[config.mk]
export PLATFORM = sky130hd
export DESIGN_NAME = pdu_tx_framer_flat
export DESIGN_NICKNAME = d
export VERILOG_FILES = /design/src/rtl/pdu_tx_framer_if.sv /design/src/rtl/pdu_tx_framer.sv /design/src/flat_wrapper.sv
export SDC_FILE = /design/constraint.sdc
export NUM_CORES = 2
export LEC_CHECK = 0
export ABC_CLOCK_PERIOD_IN_PS = 2960
export CAP_MARGIN = 20
export CORE_AREA = 2 2 437 439
export DETAILED_ROUTE_END_ITERATION = 10
export DIE_AREA = 0 0 439 441
export RECOVER_POWER = 25
export SLEW_MARGIN = 20
export SYNTH_ARGS = -nofsm -noshare
export SYNTH_HDL_FRONTEND = slang
export SYNTH_SLANG_ARGS = --single-unit
[constraint.sdc]
create_clock -name clk -period 2.96 [get_ports clk]
set_input_delay 0.592 -clock clk [delete_from_list [all_inputs] [get_ports clk]]
set_output_delay 0.592 -clock clk [all_outputs]
set_load 0.01 [all_outputs]
[src/rtl/pdu_tx_framer_if.sv]
// PDU TX framer bundle: DMA flit/descriptor side in, MAC Avalon-ST side out.
// Both directions of valid/ready handshake live here; clk/rst_n stay plain ports.
interface pdu_tx_framer_if #(
   parameter int SIZE_WIDTH = 16
);
   logic [511:0]          in_data;
   logic                  in_sop;
   logic                  in_eop;
   logic                  in_valid;
   logic                  in_ready;
   logic [SIZE_WIDTH-1:0] in_meta_size;
   logic                  in_meta_valid;
   logic                  in_meta_ready;
   logic [511:0]          out_data;
   logic                  out_sop;
   logic                  out_eop;
   logic [5:0]            out_empty;
   logic                  out_valid;
   logic                  out_ready;

   modport master (
      output in_data, in_sop, in_eop, in_valid,
      output in_meta_size, in_meta_valid,
      output out_ready,
      input  in_ready, in_meta_ready,
      input  out_data, out_sop, out_eop, out_empty, out_valid
   );

   modport slave (
      input  in_data, in_sop, in_eop, in_valid,
      input  in_meta_size, in_meta_valid,
      input  out_ready,
      output in_ready, in_meta_ready,
      output out_data, out_sop, out_eop, out_empty, out_valid
   );
endinterface

[src/rtl/pdu_tx_framer.sv]
// TX PDU framer: host flits + length descriptor -> Avalon-ST packet for the MAC.
// Optional PDU_TX_STATS_EN adds packet/error counters (tied to 0 otherwise).
module pdu_tx_framer #(
   parameter int SKID_DEPTH = 2,
   parameter int SIZE_WIDTH = 16
) (
   input  logic           clk,
   input  logic           rst_n,
   pdu_tx_framer_if.slave bus,
   output logic [31:0]    stat_pkt_cnt,
   output logic [31:0]    stat_err_cnt
);
   localparam int RW  = SIZE_WIDTH - 5;
   localparam int CW  = $clog2(SKID_DEPTH + 1);
   localparam int SW1 = SIZE_WIDTH + 1;

   typedef enum logic [1:0] {IDLE, STREAM, DROP} state_t;

   typedef struct packed {
      logic [511:0] data;
      logic         sop;
      logic         eop;
      logic [5:0]   empty;
   } ent_t;

   state_t        state, state_n;
   logic [RW-1:0] rem;
   logic [5:0]    size_lo;
   logic          first;
   logic [CW-1:0] cnt, cnt_n;
   ent_t          q0, q1, ent;
   logic          in_ready_q;
   logic [511:0]  swapped;
   logic [SW1-1:0] sz_sum;
   logic          fhs, mhs, push, pop;
   logic          is_last, sz_zero, err_evt;
   logic          unused_ok;

   assign sz_sum  = {1'b0, bus.in_meta_size} + SW1'(63);
   assign sz_zero = bus.in_meta_size == '0;
   assign fhs     = bus.in_valid & in_ready_q;
   assign mhs     = bus.in_meta_valid & bus.in_meta_ready;
   assign is_last = rem == RW'(1);
   assign push    = fhs & (state == STREAM);
   assign pop     = bus.out_valid & bus.out_ready;
   // mismatch: last flit without eop, or eop before the last flit
   assign err_evt = (mhs & sz_zero) | (push & (is_last ^ bus.in_eop));

   assign bus.in_ready      = in_ready_q;
   assign bus.in_meta_ready = (state == IDLE)
                            | (push & is_last & bus.in_eop);

   assign bus.out_valid = cnt != '0;
   assign bus.out_data  = q0.data;
   assign bus.out_sop   = q0.sop;
   assign bus.out_eop   = q0.eop;
   assign bus.out_empty = q0.empty;

   always_comb begin
      swapped = '0;
      for (int i = 0; i < 64; i++)
         swapped[511-8*i -: 8] = bus.in_data[8*i +: 8];
   end

   always_comb begin
      ent.data  = swapped;
      ent.sop   = first;
      ent.eop   = is_last | bus.in_eop;
      ent.empty = is_last ? 6'd0 - size_lo : 6'd0;
   end

   always_comb begin
      state_n = state;
      unique case (state)
         IDLE:
            if (mhs) state_n = sz_zero ? DROP : STREAM;
         STREAM:
            if (push) begin
               if (is_last & ~bus.in_eop)
                  state_n = DROP;
               else if (mhs)
                  state_n = sz_zero ? DROP : STREAM;
               else if (is_last | bus.in_eop)
                  state_n = IDLE;
            end
         DROP:
            if (fhs & bus.in_eop) state_n = IDLE;
         default:
            state_n = IDLE;
      endcase
   end

   assign cnt_n = cnt + CW'(push) - CW'(pop);

   always_ff @(posedge clk or negedge rst_n) begin
      if (!rst_n) begin
         state      <= IDLE;
         rem        <= '0;
         size_lo    <= '0;
         first      <= 1'b0;
         cnt        <= '0;
         in_ready_q <= 1'b0;
         q0         <= '0;
         q1         <= '0;
      end else begin
         state      <= state_n;
         cnt        <= cnt_n;
         // registered ready: a full skid is seen one cycle early
         in_ready_q <= (state_n != IDLE)
                     & (cnt_n != CW'(SKID_DEPTH));
         if (push) begin
            rem   <= rem - RW'(1);
            first <= 1'b0;
         end
         if (mhs) begin
            rem     <= sz_sum[SIZE_WIDTH:6];
            size_lo <= bus.in_meta_size[5:0];
            first   <= 1'b1;
         end
         unique case ({push, pop})
            2'b10:
               if (cnt == '0) q0 <= ent;
               else           q1 <= ent;
            2'b01:
               q0 <= q1;
            2'b11:
               if (cnt == CW'(1)) begin
                  q0 <= ent;
               end else begin
                  q0 <= q1;
                  q1 <= ent;
               end
            default: ;
         endcase
      end
   end

`ifdef PDU_TX_STATS_EN
   always_ff @(posedge clk or negedge rst_n) begin
      if (!rst_n) begin
         stat_pkt_cnt <= '0;
         stat_err_cnt <= '0;
      end else begin
         if (pop & q0.eop) stat_pkt_cnt <= stat_pkt_cnt + 32'd1;
         if (err_evt)      stat_err_cnt <= stat_err_cnt + 32'd1;
      end
   end
`else
   assign stat_pkt_cnt = '0;
   assign stat_err_cnt = '0;
`endif

   assign unused_ok = &{1'b0, bus.in_sop, sz_sum[5:0], err_evt};
endmodule

[src/flat_wrapper.sv]
// flat-port wrapper written by rule: the top's interface ports become plain ports
module pdu_tx_framer_flat 
#(
   parameter int SKID_DEPTH = 2,
   parameter int SIZE_WIDTH = 16
)
  (clk, rst_n, stat_pkt_cnt, stat_err_cnt, bus_in_data, bus_in_sop, bus_in_eop, bus_in_valid, bus_in_meta_size, bus_in_meta_valid, bus_out_ready, bus_in_ready, bus_in_meta_ready, bus_out_data, bus_out_sop, bus_out_eop, bus_out_empty, bus_out_valid);
  pdu_tx_framer_if #(.SIZE_WIDTH(SIZE_WIDTH)) bus_i ();
  input  logic clk;
  input  logic rst_n;
  output logic [31:0] stat_pkt_cnt;
  output logic [31:0] stat_err_cnt;
  input wire logic [$bits(bus_i.in_data)-1:0] bus_in_data;
  input wire logic [$bits(bus_i.in_sop)-1:0] bus_in_sop;
  input wire logic [$bits(bus_i.in_eop)-1:0] bus_in_eop;
  input wire logic [$bits(bus_i.in_valid)-1:0] bus_in_valid;
  input wire logic [$bits(bus_i.in_meta_size)-1:0] bus_in_meta_size;
  input wire logic [$bits(bus_i.in_meta_valid)-1:0] bus_in_meta_valid;
  input wire logic [$bits(bus_i.out_ready)-1:0] bus_out_ready;
  output wire logic [$bits(bus_i.in_ready)-1:0] bus_in_ready;
  output wire logic [$bits(bus_i.in_meta_ready)-1:0] bus_in_meta_ready;
  output wire logic [$bits(bus_i.out_data)-1:0] bus_out_data;
  output wire logic [$bits(bus_i.out_sop)-1:0] bus_out_sop;
  output wire logic [$bits(bus_i.out_eop)-1:0] bus_out_eop;
  output wire logic [$bits(bus_i.out_empty)-1:0] bus_out_empty;
  output wire logic [$bits(bus_i.out_valid)-1:0] bus_out_valid;
  assign bus_i.in_data = bus_in_data;
  assign bus_i.in_sop = bus_in_sop;
  assign bus_i.in_eop = bus_in_eop;
  assign bus_i.in_valid = bus_in_valid;
  assign bus_i.in_meta_size = bus_in_meta_size;
  assign bus_i.in_meta_valid = bus_in_meta_valid;
  assign bus_i.out_ready = bus_out_ready;
  assign bus_in_ready = bus_i.in_ready;
  assign bus_in_meta_ready = bus_i.in_meta_ready;
  assign bus_out_data = bus_i.out_data;
  assign bus_out_sop = bus_i.out_sop;
  assign bus_out_eop = bus_i.out_eop;
  assign bus_out_empty = bus_i.out_empty;
  assign bus_out_valid = bus_i.out_valid;
  pdu_tx_framer #(.SKID_DEPTH(SKID_DEPTH), .SIZE_WIDTH(SIZE_WIDTH)) u_core (.clk(clk), .rst_n(rst_n), .bus(bus_i), .stat_pkt_cnt(stat_pkt_cnt), .stat_err_cnt(stat_err_cnt));
endmodule
==> results.py <==
metrics = {
    "routing": {
        "viasPerCell": 4.43,
        "drc_errors": 0,
        "num_vias": 34800,
        "dr.first_iter.drc_count": 2681,
        "wl_per_cell_um": 20.4,
        "finalWirelength_mm": 160,
        "first_pass_iters": 8,
        "postRouteAntennaNets": 0,
    },
    "grt": {
        "top_usage_layer": "met2",
        "gr-usage-all-layers": 0.159,
        "use_met3": 0.0418,
        "grt_max_degree": 151,
        "met1_usage": 0.199,
        "antenna_found_initial": 52,
        "grt_pass1_wl_mm": 231,
        "grt_pass1_vias": 34000,
        "use_met2": 0.257,
        "grt_overflow": 0,
    },
    "timing": {
        "fin_worst_skew_ns": 0.0612,
        "tightest_slew_ns": 1.43,
        "drv_slew": 0,
        "fmax_mhz": 336,
        "max_slew_margin": 0.0480,
        "finalHoldViolCount": 0,
        "setup-violations-final": 1,
        "period_share": 1.01,
        "rsz0062_at_grt": "yes",
        "setup_ws_ns": -0.0180,
        "fin_crit_ns": 2.98,
    },
    "final_layout": {
        "drive_above_1_share": 0.0810,
        "multi_input_area_um2": 12900,
        "nets": 5764,
        "seq_area_um2": 26600,
        "layout_commonest_cell": "dfrtp_1",
        "most-common-layout-cells": "1062 x dfrtp_1, 1054 x clkdlybuf4s50_1, 790 x o21ai_0",
        "fillers": 19400,
        "finalInstanceArea_um2": 60800,
        "syn_to_final_growth_pct": 42.3,
        "fin_cells": 7864,
        "post-route-util": 0.321,
    },
    "floorplanning": {
        "fp.dieArea_um2": 194000,
        "initial_core_util": 0.226,
        "rows": 160,
        "fp.dieH_um": 441,
        "dieWidth_um": 439,
        "core_area_um2": 189000,
        "io-pin-count": 1122,
    },
    "worst_setup_path": {
        "critical_path.startpoint": "u_core.rem[1]",
        "start_kind": "register",
        "r2r_end": "u_core.rem[6]",
        "crit_required_ns": 2.37,
        "r2r-start": "u_core.rem[1]",
        "worst-path-max-fanout": 2,
        "end_kind": "output port",
        "r2r_cells": 8,
        "arrival_ns": 2.39,
        "crit_type": "reg2out",
        "endpoint": "bus_in_meta_ready",
        "ff2ff_setup_slack_ns": 0.36,
    },
    "yosys": {
        "synth-edff-count": 0,
        "yosysWarnings": 0,
        "netlist_area_um2": 42700,
        "synthFlopType": "dfrtp_1",
        "syn_area_per_cell_um2": 10.2,
        "ys_ff_latch": 1063,
        "async_flop_share": 1.00,
        "seq_area_frac_synth": 0.623,
        "synth_cells": 4185,
        "synthDistinctLibCells": 52,
    },
    "pwr": {
        "leakagePower_nw": 27.1,
        "ir_drop_mv": 0.681,
        "power_density_nw_per_um2": 1110,
    },
    "placed_design": {
        "dp_cells": 7612,
        "place_area_um2": 56800,
        "io_buffers": 1056,
        "place.gp.congestion": 0.854,
        "dpl.hpwl_mm": 120,
        "pre_cts_slack_ns": -0.0109,
    },
    "clock_tree": {
        "root_buffer": "clkbuf_16",
        "clkTransAtPathRegs_ns": 0.06,
        "cts_buffers": 117,
        "clk_latency_ns": 0.77,
        "cts.sinks": 1063,
        "h-tree-depth": 3,
        "cts.path.max_buffers": 3,
        "cts_tree": "done",
    },
    "run": {
        "drv_cap": 0,
    },
    "status": {
        "status": "complete, but fails checks",
        "violations": "setup timing",
    },
    "worst_hold_path": {
        "hold_class": "in2reg",
    },
}
## registers in the layout, summed over array words and instances, names as in the netlist
| register | flops |
|---|---|
| u_core.bus.out_eop | 1 |
| u_core.rem | 11 |
| u_core.bus.out_data | 512 |
| u_core.state | 2 |
| u_core.bus.out_sop | 1 |
| u_core.size_lo | 6 |
| u_core.q1 | 520 |
| u_core.bus.in_ready | 1 |
| u_core.first | 1 |
| u_core.bus.out_empty | 6 |
| u_core.cnt | 2 |
## per-stage QoR
step | TNS [ns] | hold slack (ns) | total power, mW
finish | -0.0180 | 0.394 | 67.7
global route | -1.52 | 0.363 | 72.0
CTS | -0.169 | 0.292 | 68.4
detailed placement | -0.0177 | 0.470 | 52.8
global placement | 0 | 0.461 | 51.9
floorplan | 0 | 0.296 | 37.7
## cell type report
class	instances	share of cell area
multi-input cells	2371	0.212
diodes	30	0.00123
clock inverters	44	0.0101
flip-flops and latches	1063	0.438
well taps	2511	0.0517
clock buffers	174	0.0570
inverters	456	0.0282
repair buffers	1215	0.202
## critical path: stages (launching register included)
cell     delay [ns]
dfrtp_1        0.39
inv_2          0.09
ha_4           0.12
or4b_4         0.47
nor3_4         0.18
nand3_2        0.12
o21ai_4        0.10
buf_6          0.14
## layer usage
metal | vias up | wire, um
met3 | 256 | 11400
li1 | 16100 | -
met4 | 2 | 6210
met2 | 1129 | 77400
met5 | - | 13
met1 | 17300 | 65200
## worst min-delay path by stage
stage	start	end	slack, ns	cells after the start
finish	bus_in_data[8]	u_core.bus.out_data[496]	0.39	3
global route	bus_in_data[499]	u_core.q1[19]	0.36	3
CTS	bus_in_data[58]	u_core.q1[458]	0.29	3
detailed placement	u_core.q1[298]	u_core.q1[298]	0.47	2
global placement	u_core.q1[264]	u_core.q1[264]	0.46	2
floorplan	rst_n	u_core.bus.in_ready	0.30	0
## synth_stat cells, drive strengths merged (2+ instances only)
cell	n	area, um^2
a211oi	4	30.0
a21o	2	15.0
a21oi	5	25.0
a22oi	444	3330
a31o	2	17.5
a31oi	75	469
and3	3	18.8
buf	193	1180
clkbuf	165	619
dfrtp	1063	26600
ha	5	62.6
inv	456	1710
mux2	73	822
mux2i	5	50.1
nand2	615	2310
nand2b	3	18.8
nand3	12	60.1
nand4	2	12.5
nor2	99	372
nor3	4	31.3
nor3b	3	22.5
nor4	5	31.3
o21ai	903	4520
o31ai	2	15.0
or2	2	12.5
or3	3	18.8
xnor2	13	114
xor2	10	87.6
## where the power goes
| group | switching (mW) | internal (mW) | leakage [nW] |
|---|---|---|---|
| Clock | 6.29 | 9.07 | 2.02 |
| Sequential | 4.10 | 21.7 | 13.0 |
| Combinational | 13.9 | 12.6 | 12.1 |
## cell families (layout without fill, tap and decap cells)
logic type | after synthesis | after routing | share of synthesized area
adders and majority gates | 5 | 5 | 0.00146
xor gates and xnor gates | 23 | 23 | 0.00472
and+or+nand+nor | 758 | 758 | 0.0699
buffers and inverters | 814 | 1889 | 0.0822
DFF | 1063 | 1063 | 0.623
other | 1 | 94 | 0.0000878
muxes | 78 | 78 | 0.0204
AOI/OAI and AO/OA | 1443 | 1443 | 0.199
## repair_timing
| item | in CTS | in global routing |
|---|---|---|
| hold buffers | 1 | 0 |
| pin swaps | 2 | 2 |
| resized for setup | 13 | 2 |
| buffers inserted | 2 | 1 |
| setup endpoints to repair | 1 | 1 |
| endpoints found under the hold margin | 19 | 0 |
| cloned | 0 | 0 |
(Power assumes the default switching activity.)
